**src/rtl/quo_bcd_conv.sv**
```systemverilog
// -----------------------------------------------------------------------------
// quo_bcd_conv
//
// Converts the divider's unsigned quotient to packed BCD using an iterative
// shift-add-3 (double-dabble) loop, one quotient bit per clock.
// A divide-by-zero input bypasses conversion and returns an error result.
//
// Handshake semantics (both sides):
//   A transfer happens on a rising clk edge where valid && ready are both 1.
//   The producer holds its data stable from raising valid until that edge.
//   in_ready depends only on internal state and rst, never on in_valid.
//   out_valid, bcd and err are registered. Once out_valid is raised, bcd and
//   err stay stable until the transfer edge.
//
// Ports:
//   clk        rising-edge clock
//   rst        synchronous reset, active-high
//   in_valid   quotient/dbz pair is valid
//   in_ready   block can accept a new pair (IDLE and not in reset)
//   quo        quotient from the divider, WIDTH bits
//   dbz        divide-by-zero flag from the divider
//   out_valid  result valid
//   out_ready  downstream accepts the result
//   bcd        packed BCD result: [3:0] ones, [7:4] tens, [11:8] hundreds, ...
//   err        result corresponds to a divide-by-zero input
//
// Parameters:
//   WIDTH   quotient width in bits
//   DIGITS  number of BCD digits; 10**DIGITS must exceed 2**WIDTH-1
//
// The FSM state register is named 'state' so checkers can bind to it directly.
// -----------------------------------------------------------------------------
module quo_bcd_conv #(
    parameter int WIDTH  = 8,
    parameter int DIGITS = 3
) (
    input  logic                  clk,
    input  logic                  rst,
    input  logic                  in_valid,
    output logic                  in_ready,
    input  logic [WIDTH-1:0]      quo,
    input  logic                  dbz,
    output logic                  out_valid,
    input  logic                  out_ready,
    output logic [4*DIGITS-1:0]   bcd,
    output logic                  err
);

    localparam int BW = 4 * DIGITS;   // BCD field width
    localparam int SW = BW + WIDTH;   // full shift register width
    localparam int CW = $clog2(WIDTH + 1);

    localparam logic [1:0] S_IDLE = 2'd0;
    localparam logic [1:0] S_CONV = 2'd1;
    localparam logic [1:0] S_DONE = 2'd2;

    logic [1:0]    state;
    logic [SW-1:0] sreg;      // {bcd digits, remaining quotient bits}
    logic [CW-1:0] cnt;       // number of shifts already performed
    logic [SW-1:0] sreg_adj;  // after the +3 correction
    logic [SW-1:0] sreg_next; // after the correction and the shift
    logic          last_shift;

    // All nibbles are corrected from the pre-shift value, then the whole
    // register shifts left once. A nibble >= 5 becomes at most 12, so the
    // correction never carries into the next digit.
    always_comb begin
        sreg_adj = sreg;
        for (int i = 0; i < DIGITS; i++) begin
            if (sreg[WIDTH + 4*i +: 4] >= 4'd5) begin
                sreg_adj[WIDTH + 4*i +: 4] = sreg[WIDTH + 4*i +: 4] + 4'd3;
            end
        end
        sreg_next = sreg_adj << 1;
    end

    // The shift at count WIDTH-1 is the WIDTH-th and final one.
    assign last_shift = (cnt == CW'(WIDTH - 1));

    assign in_ready = (state == S_IDLE) && !rst;

    always_ff @(posedge clk) begin
        if (rst) begin
            state     <= S_IDLE;
            sreg      <= '0;
            cnt       <= '0;
            out_valid <= 1'b0;
            bcd       <= '0;
            err       <= 1'b0;
        end else begin
            case (state)
                S_IDLE: begin
                    if (in_valid) begin
                        if (dbz) begin
                            // Error results skip conversion. The quotient is ignored.
                            bcd       <= '0;
                            err       <= 1'b1;
                            out_valid <= 1'b1;
                            state     <= S_DONE;
                        end else begin
                            sreg  <= {{BW{1'b0}}, quo};
                            cnt   <= '0;
                            err   <= 1'b0;
                            state <= S_CONV;
                        end
                    end
                end
                S_CONV: begin
                    sreg <= sreg_next;
                    cnt  <= cnt + 1'b1;
                    if (last_shift) begin
                        bcd       <= sreg_next[SW-1:WIDTH];
                        out_valid <= 1'b1;
                        state     <= S_DONE;
                    end
                end
                S_DONE: begin
                    // bcd and err keep their last values after the transfer.
                    if (out_ready) begin
                        out_valid <= 1'b0;
                        state     <= S_IDLE;
                    end
                end
                default: begin
                    state     <= S_IDLE;
                    out_valid <= 1'b0;
                end
            endcase
        end
    end

endmodule

```
**config.mk**
```make
export PLATFORM = sky130hd
export DESIGN_NAME = quo_bcd_conv
export DESIGN_NICKNAME = d
export VERILOG_FILES = /design/src/rtl/quo_bcd_conv.sv
export SDC_FILE = /design/constraint.sdc
export NUM_CORES = 1
export LEC_CHECK = 0
export ABC_CLOCK_PERIOD_IN_PS = 2000
export BUFFER_PORTS_ARGS = -buffer_cell sky130_fd_sc_hd__buf_2
export CAP_MARGIN = 20
export CORE_AREA = 5 5 67 69
export CTS_CLUSTER_SIZE = 8
export DETAILED_ROUTE_END_ITERATION = 10
export DIE_AREA = 0 0 72 74
export PLACE_DENSITY = 0.77
export SLEW_MARGIN = 20
export SYNTH_ARGS = -nofsm -noshare
export SYNTH_HDL_FRONTEND = slang
export SYNTH_SLANG_ARGS = --single-unit
```
**constraint.sdc**
```tcl
create_clock -name clk -period 2 [get_ports clk]
set_clock_uncertainty 0.15 [all_clocks]
set_input_delay 0.2 -clock clk [delete_from_list [all_inputs] [get_ports clk]]
set_output_delay 0.2 -clock clk [all_outputs]
set_load 0.05 [all_outputs]
```
# == After elaboration in Yosys (flattened, before gate mapping) ==
# Index checks and enable logic that the tools add are counted.
# word_totals
word_cells,54
out_inout_bits,15
reg_bits,40
# op_classes
n_addsub,4
mux,24
eq_ne,8
n_reduce_logical,9
order_cmp,3
# ops
op,count
$mux W20,2
$pmux W20 S2,1
$mux W12,3
$pmux W12 S2,1
$mux W4,4
$ge A4 B3 Y1 const B,3
$ne A2 B2 Y1 const B,5
$add A4 B2 Y4 const B,2
$mux W2,4
$pmux W4 S2,1
$reduce_and A4 Y1,2
$pmux W2 S3,1
$reduce_and A3 Y1,2
$mux W1,5
$add A4 B1 Y4 const B,1
$eq A4 B3 Y1 const B,1
$add A3 B2 Y3 const B,1
$mux W3,1
$pmux W1 S3,1
$eq A2 B1 Y1 const B,1
$eq A2 B2 Y1 const B,1
$logic_not A2 Y1,1
$reduce_and A2 Y1,1
$reduce_bool A2 Y1,1
2 further kinds,2

# == Logic depth before layout (Yosys ltp) ==
# logic_depth
depth_word,4
depth_mapped,7
depth_no_buf,6

# == Least setup slack after synthesis ==
# No wires, ideal clock.
# synth_timing
path_type,input port to output port
start,input port rst
end,output port in_ready
stages,3
slack_ns,-0.005
n_path_buf,2
required_time_ns,1.650
t_arrival_ns,1.655
path_cell_list,clkbuf_1 -> clkbuf_1 -> nor3_1
# synth_via
elab_chain_len,2
# synth_lines
element,line_no,source
from (decl),38,"input logic rst,"
$logic_not A1 Y1,80,assign in_ready = (state == S_IDLE) && !rst;
$logic_and A1 B1 Y1,80,
to (decl),40,"output logic in_ready,"
# Every way passes these cells.

# == Worst setup path in the final report ==
# layout_timing
start,register cnt[0]
end,register bcd[11]
# layout_via
elab_chain_len,3
# layout_lines
element,line_no,source
from (decl),59,logic [CW-1:0] cnt;
from (signal assigned),110,cnt <= cnt + 1'b1;
$eq A4 B3 Y1,78,assign last_shift = (cnt == CW'(WIDTH - 1));
$ne A2 B2 Y1 (no source line),-,
$reduce_and A4 Y1 (no source line),-,
to (signal assigned),112,bcd <= sreg_next[SW-1:WIDTH];
to (decl),45,"output logic [4*DIGITS-1:0] bcd,"
# Every way passes these cells.
# A chain may end at the register's enable or synchronous reset.

==> metrics <==
outcome finished, final reports clean; Final Cycle Share 92.3%; crit path capture bcd[11]; Post-synth ARST share 0%; WP data required ~2.0 ns; Total Wirelength 3980 um; number of vias per cell between 5 and 6; Critical Path AT about 1.9 ns; Least-Margin Pin Slew 0.484 ns; total negative slack 0 ns; FF-to-FF path depth 5; vias in the first global route between 1500 and 2000; synthesized netlist net count 231; Synth area leader dfxtp_1; Hold Crit Start quo[4]; starting density of the core a little under half; crit-path cells ha_1 -> and4b_1 -> o211ai_4 -> mux2i_1 -> nor2_1; Post-Layout Cell Count approximately 290; final setup vio count 0; CTS max path bufs 2; Leak 0.873 nW; Post-synth top flop dfxtp_1; Clock Sinks 40; FF-to-FF End bcd[11]; Post-Synth Adder-Cell Area roughly 4.7%; Die Y-Extent around 74 um; hpwl dp between 2000 and 3000 um; clk_lat worst skew 0.30 ns; post-placement cell count approximately 280; Critical Path Source cnt[0]; Hold Crit Class in -> reg; Final Max Slew Viols 0; post-route ant nets 0; gpl congestion ~0.82; FF-to-FF Start cnt[0]; R2R Setup Slk 0.15 ns; top-area cell type share of the netlist area a little over two fifths; Avg WL per Cell about 14 um; main combinational cell family by area after synthesis simple AND/OR/NAND/NOR gates; detailed-route via count around 1600; Synth area leaders dfxtp_1 (43%), nand2_1 (4.9%), ha_1 (4.7%); CTS tree done; Core Box Area 3860 sq um; RSZ-0062 raised after global routing no; CTS Buf Count 5; Placement Rows 23; Cells after Synth between 200 and 250; Clock Root Buffer clkbuf_8; Post-Synth XOR/XNOR Area roughly 3.3%; antenna violations before repair 0; Yosys warning total 0; synthesis-stage register bit count 40; CP startpoint kind register; IO Port Bufs 27; DR pass1 iterations 4; GRT overflow 0; fmax between 500 and 600 MHz; Final Hold Fails 0; top cells by count, synth dfxtp_1 (40), nand2_1 (24), nor2_1 (23); Mapped Area 1850 sq um; Final #Nets 260; initial DRC count between 80 and 90; Die ar. about 5300 sq um; first-pass GRT wire length between 6000 and 7000 um; Critical Path Fanout Max 13; top-count cell post-synth dfxtp_1; post-synthesis compound-gate area fraction a little under a fifth; critical setup path kind reg -> reg; Seq/Total Area, Yosys 43.3%; pin count of the biggest net entering global routing 19; final worst path period need roughly 1.8 ns; CP endpoint kind register; EDFF count, synth 0; Fin Hold WS around 0.01 ns; Rel. slew slack around two thirds; I/O pins 28; # hold bufs at CTS 0; post-synthesis mux area share under 10%; Max-Cap Viols 0; Pwr Density 797 nW/um^2; layout cells sized above 1 between 20 and 25%; Worst path max stage delay 0.47 ns; # diodes 0; Clock Pin Slew Worst Setup and Hold Paths 0.08 ns; area delta synth->final 16.2%; VDD IR max 0.738 mV; Max H-tree Level 2; GRT Resource Usage Total about 17%; Die W between 70 and 80 um; Final Util 55.7%; Avg Cell Area, Syn 8.76 sq um; library cells used by synthesis 39; Critical Path Slowest Stage Cell o211ai_4; DRC Markers 0; Synth Area in Simple Gates a little over a fifth
-- critical path: cells and delay by family (launching register included) --
family / cells / cell delay, ns
AO/OA/AOI/OAI: 1 / 0.47
AND/OR/NAND/NOR: 2 / 0.32
flip-flops: 1 / 0.34
adder cells (fa/ha/maj): 1 / 0.21
multiplexers: 1 / 0.24
-- timing repair --
item / 4_1_cts / 5_1_grt
endpoints found under the hold margin: 0 / 0
endpoints found under the setup margin: 0 / 1
buffers inserted: 0 / 0
resized for setup: 0 / 1
-- layout make-up --
class | instances | area (sq um)
fillers | 355 | 1710
multi-input cells | 150 | 948
flip-flops and latches | 40 | 802
repair buffers | 34 | 188
clock buffers | 5 | 68.8
well taps | 50 | 62.6
clock inverters | 3 | 46.3
inverters | 9 | 33.8
-- cells by family (layout without fill, tap and decap cells) --
group | after synthesis | count (layout)
mux | 6 | 6
simple gates | 82 | 82
buf+inv | 21 | 51
fa+ha+maj | 7 | 7
flops | 40 | 40
compound gates | 48 | 48
xor+xnor | 7 | 7
-- through the flow --
stage | total power, mW | setup WS (ns) | area [sq um]
after floorplan | 1.00 | 0.400 | 1850
after global placement | 1.05 | 0.225 | 2030
after detailed placement | 1.05 | 0.159 | 2030
after CTS | 1.73 | 0.155 | 2150
after global routing | 1.79 | 0.0746 | 2150
final | 1.71 | 0.154 | 2150
-- cell usage in the layout, fill, tap and decap left out, types with 4 or more instances in the layout --
cell      count
buf_4         7
nand4_1       4
nand2b_1      5
nand2_1      24
o21ai_1       5
a21oi_1      10
dfxtp_1      39
inv_1         9
buf_2        27
xnor2_1       6
ha_1          7
a311oi_1      7
nand3_1      12
clkbuf_8      5
nor2_1       23
o21ai_0       8
-- registers in the layout, summed over array words and instances, names as in the netlist --
signal	count
sreg	20
bcd	12
cnt	4
state	2
err	1
out_valid	1
-- worst min path at each step --
stage | endpoint | cells past startpoint
3_3_place_gp | bcd[4] | 2
4_1_cts | sreg[2] | 3
3_5_place_dp | bcd[2] | 2
2_1_floorplan | err | 2
6_report | sreg[4] | 3
5_1_grt | sreg[2] | 3
-- report_power, final --
group	internal (mW)	switching, mW
Sequential	0.822	0.0224
Clock	0.376	0.301
Combinational	0.0677	0.125
-- routing by layer --
layer / routed length, um / global-route usage, %
met3: 271 / 5.00
met1: 1700 / 19.7
met4: 23 / 7.10
met5: 0 / 0
met2: 1990 / 28.5
Note: power is estimated with default switching activity, not from simulation.
